[config.mk]
export PLATFORM = sky130hd
export DESIGN_NAME = ula
export DESIGN_NICKNAME = d
export VERILOG_FILES = /design/src/rtl/ula.sv
export SDC_FILE = /design/constraint.sdc
export NUM_CORES = 1
export LEC_CHECK = 0
export ABC_AREA = 1
export BUFFER_PORTS_ARGS = -buffer_cell sky130_fd_sc_hd__buf_2
export CAP_MARGIN = 10
export CORE_MARGIN = 2
export CORE_UTILIZATION = 30
export DETAILED_ROUTE_END_ITERATION = 16
export GPL_TIMING_DRIVEN = 0
export PLACE_DENSITY = 0.58
export SLEW_MARGIN = 15
export SYNTH_ARGS = -nofsm -noshare
export SYNTH_HDL_FRONTEND = slang
export SYNTH_SLANG_ARGS = --single-unit
[constraint.sdc]
create_clock -name clk -period 3.45 [get_ports clk]
set_input_delay 0.345 -clock clk [delete_from_list [all_inputs] [get_ports clk]]
set_output_delay 0.345 -clock clk [all_outputs]
set_load 0.005 [all_outputs]
[src/rtl/ula.sv]
// 32-bit ALU (ADD/SUB/AND/OR) with NZCV flags, plus registered copies of
// result and flags for consumers that need them held across a cycle.
module ula (
  input  logic [31:0] A,
  input  logic [31:0] B,
  input  logic [1:0]  ALUControl,
  output logic [31:0] Result,
  output logic [3:0]  ALUFlags,
  input  logic        clk,
  input  logic        reset_n,
  output logic [31:0] ResultQ,
  output logic [3:0]  ALUFlagsQ
);

  logic        sub;
  logic        logic_op;
  logic [31:0] b_op;
  logic [32:0] sum_full;
  logic [31:0] sum;
  logic        cout;
  logic        flag_n, flag_z, flag_c, flag_v;

  assign sub      = ALUControl[0];
  assign logic_op = ALUControl[1];

  // One shared adder: SUB is A + ~B + 1, with the +1 fed in as carry-in.
  assign b_op     = sub ? ~B : B;
  assign sum_full = {1'b0, A} + {1'b0, b_op} + {32'd0, sub};
  assign sum      = sum_full[31:0];
  assign cout     = sum_full[32];

  always_comb begin
    Result = sum;
    case (ALUControl)
      2'b10:   Result = A & B;
      2'b11:   Result = A | B;
      default: Result = sum;
    endcase
  end

  assign flag_n = Result[31];
  assign flag_z = (Result == 32'd0);
  assign flag_c = ~logic_op & cout;
  // Overflow: effective operand signs agree but the sum sign does not.
  assign flag_v = ~logic_op & ~(sub ^ A[31] ^ B[31]) & (A[31] ^ sum[31]);

  assign ALUFlags = {flag_n, flag_z, flag_c, flag_v};

  always_ff @(posedge clk or negedge reset_n) begin
    if (!reset_n) begin
      ResultQ   <= 32'd0;
      ALUFlagsQ <= 4'd0;
    end else begin
      ResultQ   <= Result;
      ALUFlagsQ <= ALUFlags;
    end
  end

endmodule

Yosys cells after proc, flatten, opt, wreduce, memory -nomap -nowiden:

Index checks and enable logic that the tools add are counted.

* flip-flop bits (word level): 36
* latch bits: 0
* RAM bits: 0
* ROM bits: 0
* bits of input ports: 68
* output and inout bits: 72
* word-level logic and storage cells: 20
* memories kept: 0

* $add $sub $neg: 2
* $mul: 0
* divide/modulo/power cells: 0
* magnitude comparators: 0
* equality and inequality tests: 2
* shift-type cells: 0
* muxes and demuxes: 2
* bitwise operators: 11
* reduce and logical (&&, ||, !) cells: 1

Operator list (number)
* case mux 32 bit (2 select lines): 1
* adder 32 x 32 -> 33 bit: 1
* adder 33 x 1 -> 33 bit: 1
* AND 32 bit: 1
* zero test 32 bit: 1
* two-way mux 32 bit: 1
* inverter 32 bit: 1
* OR 32 bit: 1
* equality test 2 bit (second input constant): 2
* AND 1 bit: 3
* bitwise XOR 1 bit: 3
* inverter 1 bit: 2

Logic depth before layout (Yosys ltp):

* depth after elaboration: 6
* mapped depth: 26

Least setup slack after synthesis:

Ideal clock, no wire load.

* path type: in2out
* start: in ALUControl[0]
* end: out ALUFlags[2]
* data arrival time: 2.671 ns
* required time: 3.105 ns
* path slack: 0.434 ns
* stages: 21
* path buffers: 4
* path through: buf_6 -> buf_2 -> buf_1 -> nand2_1 -> inv_1 -> nor2_1 -> ha_1 -> a21oi_1 -> nor2_1 -> o21ai_0 -> nand2_1 -> a21oi_1 -> nand2_1 -> nand2_1 -> nand2_2 -> nand2_2 -> nand2_2 -> nor2_1 -> nand3_1 -> nor2_1 -> buf_4

* longest elaborated chain between the ends: 5

Ends and longest elaborated chain
* start, declared: line 6 `input logic [1:0] ALUControl,`
* two-way mux 32 bit: line 27 `assign b_op = sub ? ~B : B;`
* adder 32 x 32 -> 33 bit: line 28 `assign sum_full = {1'b0, A} + {1'b0, b_op} + {32'd0, sub};`
* adder 33 x 1 -> 33 bit: line 28
* case mux 32 bit (2 select lines) *: line 34 `case (ALUControl)`
* named net ALUFlags[3]: line 8 `output logic [3:0] ALUFlags,`
* zero test 32 bit *: line 42 `assign flag_z = (Result == 32'd0);`
* end, declared: line 8

Mark *: on every way through the listed nets, which the timed path passes. The rest lies on a longest branch.

Worst setup path after layout:

* start: in ALUControl[0]
* end: out ALUFlags[2]

* longest elaborated chain between the ends: 5

Ends and longest elaborated chain (line)
* two-way mux 32 bit: 27
* adder 32 x 32 -> 33 bit: 28
* adder 33 x 1 -> 33 bit: 28
* case mux 32 bit (2 select lines) *: 34
* zero test 32 bit *: 42

Mark *: on every way between the ends. The rest lies on a longest branch, timed or not.

==> metrics.md <==
| Metric | Value |
|---|---|
| Worst Path Max Fanout | `11` |
| Total number of yosys warnings | `0` |
| Post-synth top cells | `sky130_fd_sc_hd__nand2_1, sky130_fd_sc_hd__inv_1, sky130_fd_sc_hd__nor2_1` |
| Total standard cell area after synthesis | `0.004669 mm²` |
| Largest delay share family, worst path | `simple AND/OR/NAND/NOR gates` |
| Total Routed Length | `17.33 mm` |
| Post-Synthesis Net Count | `a little over 900` |
| Category of the worst setup path launch point | `input pin` |
| Number of maximum-capacitance violations | `0` |
| Largest area contributor in the synthesized netlist | `sky130_fd_sc_hd__nand2_1` |
| Clock slew at reported path FFs | `0.06 ns` |
| Highest clock rate | `0.3014 GHz` |
| Final net count | `approximately 1,100` |
| Total number of H-tree levels | `2` |
| Via count of the first global-routing pass | `around 5,000` |
| Pre-antenna DRT Iters | `5` |
| Final routed wire length divided by cell count | `14.66 µm` |
| Cell chosen for the clock root | `sky130_fd_sc_hd__clkbuf_16` |
| Required time at the endpoint of the critical path | `between 3 and 4 ns` |
| Worst IR Drop VDD | `179.2 µV` |
| I/O pin count | `140` |
| Clock sinks | `35` |
| HPWL Detailed | `approximately 14 mm` |
| Async set-or-reset flop fraction in the synthesized netlist | `100.0%` |
| Ratio of cells with drive above 1 in the final layout | `37.53%` |
| Initial antenna violation count | `0` |
| Capturing element type of the critical path | `primary output` |
| Leakage power figure | `3.699 nW` |
| Number of rows in the core area | `45` |
| Clock tree from TritonCTS | `done` |
| Worst rel slew slack | `44.71%` |
| Final Max Slew Viols | `0` |
| Post-Route Utilization | `45.06%` |
| Top cells by area in the synthesized netlist | `sky130_fd_sc_hd__nand2_1, sky130_fd_sc_hd__dfrtp_1, sky130_fd_sc_hd__inv_1` |
| Pin count of the biggest net entering global routing | `36` |
| Critical path buffers and inverters | `5` |
| Cells after synthesis | `between 800 and 900` |
| Final Hold Fails | `0` |
| Non-Filler Instances | `1,182` |
| Area of the core region | `roughly 0.015 mm²` |
| Floorplan die width | `~130 µm` |
| Register bit count reported by yosys | `35` |
| Die area | `0.01658 mm²` |
| CTS Buf Count | `5` |
| Routability-driven placement congestion ratio | `between 0.9 and 1` |
| Diodes inserted | `0` |
| Dominant cell type by count on the critical path | `sky130_fd_sc_hd__nand2_2` |
| Mean instance size in the synthesized netlist | `5.606 µm²` |
| Initial core utilization | `between 30% and 40%` |
| Total Power Consumption | `approximately 0.0023 W` |
| Part of the Yosys area used for sequential elements | `roughly a fifth` |
| Series of cell instances along the critical path | `buf_12 > buf_12 > buf_12 > xor2_2 > ha_4 > nand2_1 > nor2_2 > nand2_2 > nand2_2 > nand2_2 > nand2_2 > nand2_2 > nand2_1 > nand2_1 > nand3_1 > nand4_1 > nor2_1 > nand3_2 > nor2_4 > buf_4 > buf_2` |
| Critical path start-end classification | `input pin to primary output` |
| Min Tclk post-route | `3.318 ns` |
| P per Cell Area | `331.7 mW/mm²` |
| Netlist cell types | `32` |
| Number of buffers added on ports | `about 140` |
| GR Util All Layers | `about a fifth` |
| Most frequently used cell type in the post-synthesis netlist | `sky130_fd_sc_hd__nand2_1` |
| Slowest cell on the critical path | `sky130_fd_sc_hd__ha_4` |
| Number of enable-type register cells in the synthesized netlist | `0` |
| Largest stage delay on the critical path | `0.32 ns` |
| Final worst-path cycle share | `96.18%` |
| Top-area cell type share of the netlist area | `20.18%` |
| Setup-violating endpoint count in the final report | `0` |
| Clock Path Buffers | `2` |
| Area grow syn2layout | `46.70%` |
| Critical Path AT | `roughly 3.0 ns` |
| Iter 0 DRT Violations | `between 300 and 400` |
| Total instance count after detailed placement | `1,159` |
| Routed Antenna Nets | `0` |
| Status | `completed` |
| Remaining routing DRC violations | `0` |
| Worst hold-check path type | `input pin to async pin` |
| Pin slew with the least headroom to its limit | `0.8293 ns` |
| Top_reg_cell synth | `sky130_fd_sc_hd__dfrtp_1` |
| Via-per-instance ratio | `4.759` |
| Die height | `~130 µm` |
| Via total after detailed routing | `5,625` |
| Global-route wire length before repair | `25.64 mm` |
| Total overflow reported by the global router | `0` |
[kinds of logic (layout without fill, tap and decap cells)]
| group | after synthesis | count (layout) | synth area share (%) |
|---|---|---|---|
| fa+ha+maj | 34 | 34 | 9.271 |
| buf+inv | 165 | 326 | 14.36 |
| compound gates | 80 | 80 | 9.352 |
| flops | 35 | 35 | 18.76 |
| simple gates | 511 | 511 | 46.76 |
| xor+xnor | 8 | 8 | 1.501 |
[where the power goes]
part	switching [W]	leakage [nW]	internal, W
Clock	0.000201	0.0868	0.000360
Combinational	0.000730	3.19	0.000500
Sequential	0.0000122	0.418	0.000469
Total	0.000943	3.70	0.00133
[sequential cells by signal (all words and copies together) (netlist names)]
| register | cells |
|---|---|
| ALUFlagsQ | 4 |
| ResultQ | 31 |
[timing repair]
item,4_1_cts,5_1_grt
setup endpoints to repair,12,2
buffers inserted,1,11
pin swaps,6,42
gates resized for setup,34,201
cloned,0,3
hold buffers,0,0
[metrics by stage]
stage / setup TNS [ns] / cell area [µm²] / setup WS, ns / hold WS [ns]
after floorplan: 0 / 4669 / 0.4336 / 0.04941
final: 0 / 6850 / 0.1318 / 0.1457
after global routing: -0.05751 / 6850 / -0.05751 / 0.2425
after CTS: 0 / 5894 / 0.0006599 / 0.1862
after detailed placement: -1.781 / 5595 / -0.5840 / 0.5111
after global placement: -1.649 / 5595 / -0.5665 / 0.5071
[cell type report]
cell class / count / area [µm²]
buffer: 20 / 234.0
clock buffer: 6 / 138.9
fill: 1620 / 8352
sequential: 35 / 875.8
multi-input combinational: 633 / 3931
timing repair buffer: 153 / 855.8
tap: 188 / 235.2
clock inverter: 2 / 35.03
inverter: 145 / 544.3
[layout by cell type (no fill, tap or decap), drive strengths merged, types with 9 or more instances in the layout]
cell / instances
clkbuf: 11
nand3: 67
ha: 33
a21oi: 33
buf: 168
nand2: 271
inv: 145
nand4: 11
dfrtp: 35
nand3b: 9
o21ai: 36
nor2: 141
[worst paths after layout]
path / from / to / slack [ns] / cells after the start
worst max-delay path: ALUControl[0] / ALUFlags[2] / 0.13 / 21
worst min-delay path: reset_n / ResultQ[29]$_DFF_PN0_ / 0.15 / 1
max in group asynchronous: reset_n / ResultQ[0]$_DFF_PN0_ / 2.77 / 1
min in group clk: A[29] / ResultQ[29]$_DFF_PN0_ / 0.36 / 3
[routing by layer]
metal	global-route usage [%]	vias to the layer above	routed length, µm	share of wire, %
met4	4.476	0	145	0.84
li1	-	2895	-	-
met3	2.328	10	932	5.4
met5	0	-	0	0
met2	32.31	158	7863	45
met1	28.64	2562	8392	48
Power figures use the tool's default switching activity.
